--- src/rtl/ace_snoop_responder.sv ---
// ace_snoop_responder: cache-side ACE snoop handler. Takes one AC snoop at a time,
// looks up the tag array, answers on CR, streams the line on CD when required,
// then commits the coherence state change.
module ace_snoop_responder #(
  parameter int AddrWidth = 64,
  parameter int DataWidth = 64,
  parameter int LineBytes = 64
) (
  input  logic                 clk_i,
  input  logic                 rst_i,
  input  logic                 ac_valid_i,
  output logic                 ac_ready_o,
  input  logic [AddrWidth-1:0] ac_addr_i,
  input  logic [3:0]           ac_snoop_i,
  output logic                 cr_valid_o,
  input  logic                 cr_ready_i,
  output logic [4:0]           cr_resp_o,
  output logic                 cd_valid_o,
  input  logic                 cd_ready_i,
  output logic [DataWidth-1:0] cd_data_o,
  output logic                 cd_last_o,
  output logic                 lu_valid_o,
  input  logic                 lu_ready_i,
  output logic [AddrWidth-1:0] lu_addr_o,
  input  logic                 lu_rsp_valid_i,
  input  logic                 lu_hit_i,
  input  logic                 lu_dirty_i,
  input  logic                 lu_unique_i,
  output logic                 rd_valid_o,
  input  logic                 rd_ready_i,
  output logic [((LineBytes*8/DataWidth) > 1 ? $clog2(LineBytes*8/DataWidth) : 1)-1:0] rd_beat_o,
  input  logic                 rd_rvalid_i,
  input  logic [DataWidth-1:0] rd_rdata_i,
  output logic                 upd_valid_o,
  input  logic                 upd_ready_i,
  output logic                 upd_inval_o
);

  localparam int Beats = LineBytes * 8 / DataWidth;
  localparam int BeatW = (Beats > 1) ? $clog2(Beats) : 1;
  localparam logic [BeatW-1:0]     LastBeat = BeatW'(Beats - 1);
  localparam logic [AddrWidth-1:0] LineMask = ~(AddrWidth'(LineBytes - 1));

  localparam logic [2:0] S_IDLE    = 3'd0;
  localparam logic [2:0] S_LOOKUP  = 3'd1;
  localparam logic [2:0] S_WAIT_LU = 3'd2;
  localparam logic [2:0] S_CR      = 3'd3;
  localparam logic [2:0] S_DATA    = 3'd4;
  localparam logic [2:0] S_UPD     = 3'd5;

  logic [2:0]           state;
  logic [AddrWidth-1:0] addr_q;
  logic [3:0]           snoop_q;
  logic [4:0]           resp_q;
  logic                 upd_need_q, inval_q, ac_rdy_q;
  logic [BeatW-1:0]     rd_beat_q, cd_beat_q;
  logic                 rd_all_q;
  logic [1:0]           inflight_q, cnt_q;
  logic                 wptr_q, rptr_q;
  logic [DataWidth-1:0] mem_q [2];

  logic [4:0] resp_n;
  logic       upd_n, inval_n;
  logic       ac_hs, rd_hs, cd_hs, cd_done;

  assign ac_hs   = ac_valid_i && ac_ready_o;
  assign rd_hs   = rd_valid_o && rd_ready_i;
  assign cd_hs   = cd_valid_o && cd_ready_i;
  assign cd_done = cd_hs && cd_last_o;

  assign ac_ready_o  = ac_rdy_q;
  assign lu_valid_o  = (state == S_LOOKUP);
  assign lu_addr_o   = addr_q & LineMask;
  assign cr_valid_o  = (state == S_CR);
  assign cr_resp_o   = resp_q;
  assign upd_valid_o = (state == S_UPD);
  assign upd_inval_o = inval_q;
  assign rd_beat_o   = rd_beat_q;
  // Two-credit rule: outstanding reads plus buffered beats never exceed the FIFO depth.
  assign rd_valid_o  = (state == S_DATA) && !rd_all_q && (({1'b0, inflight_q} + {1'b0, cnt_q}) < 3'd2);
  assign cd_valid_o  = (cnt_q != 2'd0);
  assign cd_data_o   = mem_q[rptr_q];
  assign cd_last_o   = cd_valid_o && (cd_beat_q == LastBeat);

  // CR bits {WasUnique,IsShared,PassDirty,Error,DataTransfer} and follow-up state change.
  always_comb begin
    resp_n  = 5'b00000;
    upd_n   = 1'b0;
    inval_n = 1'b0;
    case (snoop_q)
      4'b0000: if (lu_hit_i) resp_n = {lu_unique_i, 1'b1, 1'b0, 1'b0, 1'b1};
      4'b0001, 4'b0010, 4'b0011: if (lu_hit_i) begin
        resp_n = {lu_unique_i, 1'b1, lu_dirty_i, 1'b0, 1'b1};
        upd_n  = 1'b1;
      end
      4'b0111: if (lu_hit_i) begin
        resp_n  = {lu_unique_i, 1'b0, lu_dirty_i, 1'b0, 1'b1};
        upd_n   = 1'b1;
        inval_n = 1'b1;
      end
      4'b1000: if (lu_hit_i) begin
        resp_n = {lu_unique_i, 1'b1, lu_dirty_i, 1'b0, lu_dirty_i};
        upd_n  = lu_dirty_i;
      end
      4'b1001: if (lu_hit_i) begin
        resp_n  = {lu_unique_i, 1'b0, lu_dirty_i, 1'b0, lu_dirty_i};
        upd_n   = 1'b1;
        inval_n = 1'b1;
      end
      4'b1101: if (lu_hit_i) begin
        resp_n  = {lu_unique_i, 4'b0000};
        upd_n   = 1'b1;
        inval_n = 1'b1;
      end
      default: resp_n = 5'b00010;
    endcase
  end

  // Snoop sequencing; ac_ready lags entry into IDLE by one cycle.
  always_ff @(posedge clk_i) begin
    if (rst_i) begin
      state      <= S_IDLE;
      ac_rdy_q   <= 1'b0;
      addr_q     <= '0;
      snoop_q    <= 4'b0000;
      resp_q     <= 5'b00000;
      upd_need_q <= 1'b0;
      inval_q    <= 1'b0;
    end else begin
      ac_rdy_q <= (state == S_IDLE) && !ac_hs;
      case (state)
        S_IDLE: if (ac_hs) begin
          addr_q  <= ac_addr_i;
          snoop_q <= ac_snoop_i;
          state   <= S_LOOKUP;
        end
        S_LOOKUP:  if (lu_ready_i) state <= S_WAIT_LU;
        S_WAIT_LU: if (lu_rsp_valid_i) begin
          resp_q     <= resp_n;
          upd_need_q <= upd_n;
          inval_q    <= inval_n;
          state      <= S_CR;
        end
        S_CR: if (cr_ready_i) begin
          if (resp_q[0])       state <= S_DATA;
          else if (upd_need_q) state <= S_UPD;
          else                 state <= S_IDLE;
        end
        S_DATA: if (cd_done) state <= upd_need_q ? S_UPD : S_IDLE;
        S_UPD:  if (upd_ready_i) state <= S_IDLE;
        default: state <= S_IDLE;
      endcase
    end
  end

  // Read issue, credit tracking and CD beat counting.
  always_ff @(posedge clk_i) begin
    if (rst_i) begin
      rd_beat_q  <= '0;
      rd_all_q   <= 1'b0;
      cd_beat_q  <= '0;
      inflight_q <= 2'd0;
      cnt_q      <= 2'd0;
      wptr_q     <= 1'b0;
      rptr_q     <= 1'b0;
    end else begin
      if (rd_hs) begin
        rd_beat_q <= (rd_beat_q == LastBeat) ? '0 : rd_beat_q + 1'b1;
        if (rd_beat_q == LastBeat) rd_all_q <= 1'b1;
      end
      if (cd_done) rd_all_q <= 1'b0;
      case ({rd_hs, rd_rvalid_i})
        2'b10:   inflight_q <= inflight_q + 2'd1;
        2'b01:   inflight_q <= inflight_q - 2'd1;
        default: ;
      endcase
      if (rd_rvalid_i) wptr_q <= ~wptr_q;
      if (cd_hs) begin
        rptr_q    <= ~rptr_q;
        cd_beat_q <= (cd_beat_q == LastBeat) ? '0 : cd_beat_q + 1'b1;
      end
      case ({rd_rvalid_i, cd_hs})
        2'b10:   cnt_q <= cnt_q + 2'd1;
        2'b01:   cnt_q <= cnt_q - 2'd1;
        default: ;
      endcase
    end
  end

  // FIFO storage; contents are don't-care while empty, so no reset.
  always_ff @(posedge clk_i) begin
    if (rd_rvalid_i) mem_q[wptr_q] <= rd_rdata_i;
  end

endmodule

--- config.mk ---
export PLATFORM = sky130hd
export DESIGN_NAME = ace_snoop_responder
export DESIGN_NICKNAME = d
export VERILOG_FILES = /design/src/rtl/ace_snoop_responder.sv
export SDC_FILE = /design/constraint.sdc
export NUM_CORES = 1
export LEC_CHECK = 0
export ABC_AREA = 1
export CORE_ASPECT_RATIO = 1.4
export CORE_MARGIN = 1
export CORE_UTILIZATION = 45
export DETAILED_ROUTE_END_ITERATION = 8
export GPL_ROUTABILITY_DRIVEN = 0
export PLACE_DENSITY = 0.78
export SLEW_MARGIN = 20
export SYNTH_ARGS = -nofsm -noshare
export SYNTH_HDL_FRONTEND = slang
export SYNTH_SLANG_ARGS = --single-unit
--- constraint.sdc ---
create_clock -name clk_i -period 5.3 [get_ports clk_i]
set_clock_uncertainty 0.15 [all_clocks]
set_input_delay 0.53 -clock clk_i [delete_from_list [all_inputs] [get_ports clk_i]]
set_output_delay 0.53 -clock clk_i [all_outputs]
set_load 0.05 [all_outputs]
==> impl_metrics.json, run 1 <==
{
  "leakagePower_nw": 4.30,
  "groute.usage.overall_pct": 19.2,
  "power_density_mw_per_mm2": 467,
  "io_pins": 289,
  "setup_viol": 0,
  "hold_slack_ns": 0.293,
  "arrival_ns": 3.06,
  "fin_crit_ns": 3.74,
  "vdd_ir_drop_max_uv": 338,
  "grt_pass1_vias": 5693,
  "core_area_mm2": 0.0180,
  "worst_path_max_delay_cell": "dfxtp_2",
  "maxCapViolCount": 0,
  "setup.worst_path.end_class": "output pin",
  "startpoint_type": "flop",
  "layout_setup_ws_ns": 1.56,
  "slowest_delay_ns": 0.97,
  "synth_top_area_cell": "edfxtp_1",
  "met2_length_mm": 9.18,
  "io_buffers": 276,
  "r2r-start": "state[0]$_SDFFE_PP0P_",
  "criticalPathCategory": "flop to output pin",
  "antenna_found_initial": 1,
  "routed.top_layer": "met5",
  "areaGrowthSynthToFinish_pct": 43.4,
  "postSynthCellCount": 677,
  "min_path_cells": 2,
  "rows": 58,
  "drive_gt1_share_pct": 12.5,
  "vias": 5764,
  "final_cell_mix": "clkdlybuf4s50_1, edfxtp_1, inv_1",
  "slew_violations": 0,
  "utilization_pct": 66.1,
  "cts_root_buffer": "clkbuf_16",
  "synth.distinct_cells": 33,
  "critPathRequiredTime_ns": 4.62,
  "die_area_mm2": 0.0190,
  "worstHoldEndpoint": "addr_q[29]$_SDFFE_PP0P_",
  "path_max_fanout": 40,
  "cts.path.max_buffers": 3,
  "floorplan.initialDensity_pct": 46.1,
  "synth.area.top_cells": "edfxtp_1, dfxtp_1, mux2_2",
  "grt-ovfl-total": 0,
  "drc": 0,
  "min_period_over_period_pct": 70.6,
  "dp_hpwl_mm": 13.1,
  "wire_per_inst_um": 15.5,
  "dieHeight_um": 163,
  "met1Wirelength_mm": 6.73,
  "synth_area_per_cell_um2": 12.2,
  "dpl-instance-area_mm2": 0.0112,
  "r2r-end": "addr_q[20]$_SDFFE_PP0P_",
  "rsz0062_at_grt": "no",
  "setup_tns_ns": 0,
  "layout.nets": 1101,
  "status": "finished, final reports clean",
  "path_clk_slew_ns": 0.06,
  "relSlewSlack_pct": 33.0,
  "finalWirelength_mm": 18.6,
  "tightest_slew_ns": 1.00,
  "ant_nets": 0,
  "fp.dieW_um": 117,
  "vias_per_cell": 4.79,
  "cts_hold_buf": 0,
  "grt_pass1_wl_mm": 28.2,
  "synth_top_area_share_pct": 46.4,
  "cts_max_level": 1,
  "final_common_cell": "clkdlybuf4s50_1",
  "dp_worst_setup_slack_ns": 2.05,
  "hold_viol_final": 0,
  "cts_sinks": 215,
  "route.met3.wl_mm": 2.38,
  "post_cts_buffers": 0,
  "yosysWarnings": 0,
  "ys_seq_elements": 215,
  "drt_first_iter_violations": 245,
  "crit_chain": "buf_4, mux2_2, clkdlybuf4s50_1",
  "ys_seq_area_share_pct": 67.4,
  "syn_area_mm2": 0.00829,
  "numCtsBuffers": 20,
  "fmax_mhz": 267,
  "min-delay-start": "addr_q[29]$_SDFFE_PP0P_",
  "clk_latency_ns": 0.48,
  "holdCritPathClass": "flop to flop",
  "post_cts_resized": 0,
  "antenna_cells": 0,
  "nFillCells": 1362,
  "rrSetupSlack_ns": 2.71,
  "cts_tree": "done",
  "design_area_mm2": 0.0119,
  "drt_pass1_iterations": 7,
  "worst-r2r-cell-count": 5,
  "grt_max_degree": 79
}
## cell families after synthesis
group,synth area share [%]
DFF,67.4
muxes,8.69
and+or+nand+nor,6.14
xor gates and xnor gates,0.211
other,0.0452
buffers and inverters,7.06
adders and majority gates,1.15
AOI/OAI and AO/OA,9.34
## cell usage after synthesis
cell type,instances
clkinv_2,1
buf_2,14
nand4_4,1
ha_1,6
fa_1,1
mux2_2,64
nor2_2,1
nand2_1,41
nor2_4,3
dfxtp_1,87
buf_4,6
nand3_1,12
nand3_2,2
nand4_1,3
nor2_1,29
xor2_1,2
nand3_4,1
a21oi_1,76
nand2_2,3
edfxtp_1,128
clkbuf_1,9
inv_1,90
nor3_1,3
or2_2,1
a21oi_2,1
inv_2,4
nor2b_1,1
buf_6,7
and2_1,1
o21ai_1,17
o21ai_0,60
conb_1,1
nor3_4,1
## stage by stage
stage | std cells | total power [mW]
final | 1203 | 5.56
after global routing | 1203 | 5.81
after CTS | 1203 | 5.61
after floorplan | 682 | 3.50
after global placement | 1167 | 4.09
after detailed placement | 1167 | 4.11
## how the worst max path moves through the flow
stage,end,cells past startpoint,slack [ns],start
floorplan,mem_q[0][0]$_DFFE_PP_,2,1.39,rd_rvalid_i
global placement,cd_data_o[36],3,2.06,flop
detailed placement,cd_data_o[36],3,2.05,flop
CTS,cd_data_o[36],3,1.52,flop
global route,cd_data_o[47],3,1.41,flop
finish,cd_data_o[47],3,1.56,flop
## state kept, by name (all words and copies together), names as in the netlist, named ones only
register,count
mem_q,128
addr_q,58
cr_resp_o,5
snoop_q,4
cd_beat_q,3
rd_beat_o,3
state,3
cnt_q,2
inflight_q,2
ac_ready_o,1
rd_all_q,1
rptr_q,1
upd_inval_o,1
upd_need_q,1
wptr_q,1
## worst max-delay path, delay by kind of cell, from the launching register on
family                 cells  cell delay, ns
buffers and inverters      2            1.19
DFF                        1            0.97
muxes                      1            0.40
## power by group
part | internal [mW] | switching, mW
registers | 1.98 | 0.156
clock network | 0.903 | 0.579
logic | 0.700 | 1.24
## cell type report
class	instances	area, um^2	area share, %
Sequential cell	215	5590	47.0
Multi-Input combinational cell	336	2150	18.1
Tap cell	240	300	2.52
Clock inverter	7	113	0.947
Timing Repair Buffer	281	2810	23.6
Clock buffer	29	577	4.85
Inverter	95	358	3.01
## layer usage
layer	vias up	GRT usage (%)
met5	-	0
met1	2635	20.5
met2	250	34.1
met4	2	5.70
li1	2849	-
met3	28	8.11
No activity file was read; power rests on OpenSTA's default activity.
==> inputs of run 2 (changes only) <==
==> constraint.sdc (replaced) <==
create_clock -name clk_i -period 3.7 [get_ports clk_i]
set_clock_uncertainty 0.15 [all_clocks]
set_input_delay 0.37 -clock clk_i [delete_from_list [all_inputs] [get_ports clk_i]]
set_output_delay 0.37 -clock clk_i [all_outputs]
set_load 0.05 [all_outputs]
==> impl_metrics.json, run 2 (synthesis results as in run 1) <==
{
  "status": "finished, final reports clean",
  "post_cts_buffers": 0,
  "maxCapViolCount": 0,
  "regMostFlops": "mem_q",
  "fin_total_pwr_mw": 7.96,
  "io_pins": 289,
  "layout.nets": 1106,
  "areaGrowthSynthToFinish_pct": 43.9,
  "arrival_ns": 2.67,
  "relSlewSlack_pct": 46.7,
  "drt_first_iter_violations": 232,
  "holdCritPathClass": "flop to flop",
  "startpoint_type": "flop",
  "path_clk_slew_ns": 0.06,
  "hold_viol_final": 0,
  "dp_worst_setup_slack_ns": 1.02,
  "critPathRequiredTime_ns": 3.18,
  "design_area_mm2": 0.0119,
  "grt-ovfl-total": 0,
  "vias": 5757,
  "grt_pass1_vias": 5705,
  "tightest_slew_ns": 0.799,
  "vias_per_cell": 4.77,
  "drive_gt1_share_pct": 13.0,
  "fmax_mhz": 314,
  "cts.path.max_buffers": 3,
  "antenna_cells": 0,
  "cts_hold_buf": 0,
  "core_area_mm2": 0.0180,
  "setup_viol": 0,
  "hold_slack_ns": 0.293,
  "leakagePower_nw": 4.30,
  "die_area_mm2": 0.0190,
  "rsz0062_at_grt": "no",
  "path_max_fanout": 5,
  "antenna_found_initial": 0,
  "nFillCells": 1387,
  "clk_latency_ns": 0.50,
  "post_cts_resized": 0,
  "rows": 58,
  "place_inst": 1171,
  "dp_hpwl_mm": 12.7,
  "power_density_mw_per_mm2": 667,
  "cts_root_buffer": "clkbuf_16",
  "drt_pass1_iterations": 6,
  "drc": 0,
  "utilization_pct": 66.3,
  "fin_crit_ns": 3.19,
  "io_buffers": 276,
  "groute.usage.overall_pct": 19.1,
  "cts_max_level": 1,
  "ant_nets": 0,
  "setup.worst_path.end_class": "output pin",
  "layout_setup_ws_ns": 0.515,
  "dpl-instance-area_mm2": 0.0112,
  "finalWirelength_mm": 18.2,
  "grt_pass1_wl_mm": 28.2,
  "fp.dieW_um": 117,
  "layoutNonFillerInstCount": 1208,
  "criticalPathCategory": "flop to output pin",
  "final_common_cell": "clkdlybuf4s50_1",
  "vdd_ir_drop_max_uv": 474,
  "numCtsBuffers": 21,
  "largest_reg_flops": 128,
  "min_period_over_period_pct": 86.1,
  "floorplan.initialDensity_pct": 46.1,
  "grt_max_degree": 73,
  "cts_sinks": 215,
  "wire_per_inst_um": 15.1,
  "final_cell_mix": "clkdlybuf4s50_1, edfxtp_1, inv_1",
  "cts_tree": "done",
  "setup_tns_ns": 0,
  "dieHeight_um": 163,
  "slew_violations": 0
}
run 2: cell count changes in the layout (fill, tap and decap cells not counted), moves of 2 or more:
cell and delta:
buf_4 +3, clkinvlp_2 +3, clkbuf_8 -2, clkinv_1 +2, clkinvlp_4 -2, inv_1 -2
inv_6 +2
run 2: where the power goes:
group	total, mW	internal, mW	switching (mW)	leakage (nW)
registers	3.03	2.83	0.202	1.91
clock network	2.12	1.26	0.860	0.326
logic	2.81	1.01	1.80	2.07
total	7.96	5.10	2.86	4.30
run 2: critical path, cell delays in order (launching register included):
cell and delay [ns]:
dfxtp_1 0.41, nand2_1 0.07, inv_1 0.07, fa_1 0.40, inv_1 0.06, nand2_1 0.08
nor3_4 0.20, clkdlybuf4s50_1 0.87
run 2: path summary, 6_finish.rpt:
| check | cells past startpoint | slack, ns | end | from |
|---|---|---|---|---|
| min reg2reg | 2 | 0.29 | addr_q[43]$_SDFFE_PP0P_ | addr_q[43]$_SDFFE_PP0P_ |
| max | 7 | 0.51 | rd_valid_o | cnt_q[0]$_SDFFE_PP0P_ |
| max reg2reg | 13 | 1.27 | inflight_q[1]$_SDFFE_PP0P_ | cnt_q[0]$_SDFFE_PP0P_ |
| min | 2 | 0.29 | addr_q[43]$_SDFFE_PP0P_ | addr_q[43]$_SDFFE_PP0P_ |
run 2: cell type report:
| class | instances | area (um^2) | share of cell area [%] |
|---|---|---|---|
| clock buffers | 25 | 541 | 4.53 |
| inverters | 95 | 358 | 3.00 |
| well taps | 240 | 300 | 2.52 |
| multi-input cells | 336 | 2150 | 18.0 |
| clock inverters | 12 | 144 | 1.21 |
| flip-flops and latches | 215 | 5590 | 46.8 |
| repair buffers | 285 | 2860 | 23.9 |
run 2: metal layers:
metal	global-route usage (%)	share of wire, %	wire length, um	vias up
met2	34.1	50	9120	234
met3	7.96	12	2280	28
li1	-	-	-	2861
met1	20.3	36	6480	2634
met5	0	0	0	-
met4	5.47	2.0	359	0
==> inputs of run 3 (changes only) <==
--- a/config.mk
+++ b/config.mk
@@ -6,7 +6,6 @@
 export NUM_CORES = 1
 export LEC_CHECK = 0
 export ABC_AREA = 1
-export CORE_ASPECT_RATIO = 1.4
 export CORE_MARGIN = 1
 export CORE_UTILIZATION = 45
 export DETAILED_ROUTE_END_ITERATION = 8
==> impl_metrics.json, run 3 (synthesis results as in run 1) <==
{
  "min_period_over_period_pct": 84.4,
  "path_clk_slew_ns": 0.06,
  "areaGrowthSynthToFinish_pct": 43.4,
  "cts_sinks": 215,
  "finalWirelength_mm": 18.2,
  "numCtsBuffers": 22,
  "fin_crit_ns": 3.12,
  "dp_hpwl_mm": 12.8,
  "vias": 5711,
  "maxCapViolCount": 0,
  "io_pins": 289,
  "leakagePower_nw": 4.30,
  "ant_nets": 0,
  "relSlewSlack_pct": 41.7,
  "drive_gt1_share_pct": 12.5,
  "clk_latency_ns": 0.49,
  "grt_max_degree": 65,
  "floorplan.initialDensity_pct": 46.0,
  "holdCritPathClass": "flop to flop",
  "utilization_pct": 66.0,
  "layout.nets": 1105,
  "fp.dieW_um": 138,
  "vias_per_cell": 4.78,
  "fmax_mhz": 320,
  "groute.usage.overall_pct": 18.3,
  "path_max_fanout": 5,
  "final_common_cell": "clkdlybuf4s50_1",
  "criticalPathCategory": "flop to output pin",
  "cts.path.max_buffers": 3,
  "hold_slack_ns": 0.290,
  "core_area_mm2": 0.0180,
  "regMostFlops": "mem_q",
  "place_inst": 1158,
  "final_cell_mix": "clkdlybuf4s50_1, edfxtp_1, inv_1",
  "io_buffers": 276,
  "drt_first_iter_violations": 253,
  "drt_pass1_iterations": 5,
  "setup_viol": 0,
  "post_cts_resized": 0,
  "status": "finished, final reports clean",
  "drc": 0,
  "rows": 49,
  "cts_tree": "done",
  "vdd_ir_drop_max_uv": 530,
  "dieHeight_um": 138,
  "antenna_cells": 0,
  "power_density_mw_per_mm2": 661,
  "grt_pass1_vias": 5349,
  "antenna_found_initial": 0,
  "startpoint_type": "flop",
  "largest_reg_flops": 128,
  "setup_tns_ns": 0,
  "grt-ovfl-total": 0,
  "critPathRequiredTime_ns": 3.18,
  "die_area_mm2": 0.0190,
  "post_cts_buffers": 0,
  "tightest_slew_ns": 0.874,
  "cts_root_buffer": "clkbuf_16",
  "slew_violations": 0,
  "fin_total_pwr_mw": 7.85,
  "layoutNonFillerInstCount": 1196,
  "arrival_ns": 2.60,
  "setup.worst_path.end_class": "output pin",
  "cts_hold_buf": 0,
  "wire_per_inst_um": 15.2,
  "grt_pass1_wl_mm": 26.8,
  "rsz0062_at_grt": "no",
  "cts_max_level": 1,
  "hold_viol_final": 0
}
==> run 3: changes by cell type in the layout (fill, tap and decap cells not counted), sizes merged <==
cell	delta
clkinv	-1
clkbuf	+8
buf	-2
inv	-1
clkinvlp	-2
bufinv	-3
==> run 3: path summary, 6_finish.rpt <==
check / cells past startpoint / slack (ns) / from / endpoint
max: 7 / 0.58 / cnt_q[0]$_SDFFE_PP0P_ / rd_valid_o
min: 2 / 0.29 / addr_q[46]$_SDFFE_PP0P_ / addr_q[46]$_SDFFE_PP0P_
max reg2reg: 13 / 1.31 / cnt_q[0]$_SDFFE_PP0P_ / inflight_q[1]$_SDFFE_PP0P_
min reg2reg: 2 / 0.29 / addr_q[46]$_SDFFE_PP0P_ / addr_q[46]$_SDFFE_PP0P_
==> run 3: layout make-up <==
cell class	count	area (um^2)
inverters	95	358
multi-input cells	336	2150
clock buffers	33	636
clock inverters	5	22.5
fillers	1397	6140
repair buffers	283	2850
flip-flops and latches	215	5590
well taps	229	287
==> run 3: power by group <==
group	internal [mW]	total [mW]	leakage (nW)	switching [mW]
combinational	1.01	2.80	2.07	1.80
clock	1.18	2.03	0.320	0.848
sequential	2.83	3.02	1.91	0.190
total	5.02	7.85	4.30	2.83
==> run 3: layer usage <==
metal	vias up	wire length (um)	share of wire [%]	global-route usage (%)
met3	17	2350	13	7.91
met4	0	176	0.97	3.93
li1	2861	-	-	-
met1	2610	6910	38	20.8
met2	223	8810	48	31.7
met5	-	0	0	0
==> run 3: stage by stage <==
step | setup slack (ns) | area, um^2
2_1_floorplan | 1.06 | 8310
6_report | 0.578 | 11900
3_5_place_dp | 1.07 | 11200
3_3_place_gp | 1.06 | 11200
5_1_grt | 0.418 | 11900
4_1_cts | 0.527 | 11900
==> run 3: critical path, cell delays in order, from the launching register on <==
cell and delay (ns):
dfxtp_1 0.41, nand2_1 0.07, inv_1 0.07, fa_1 0.40
inv_1 0.06, nand2_1 0.08, nor3_4 0.20, clkdlybuf4s50_1 0.83
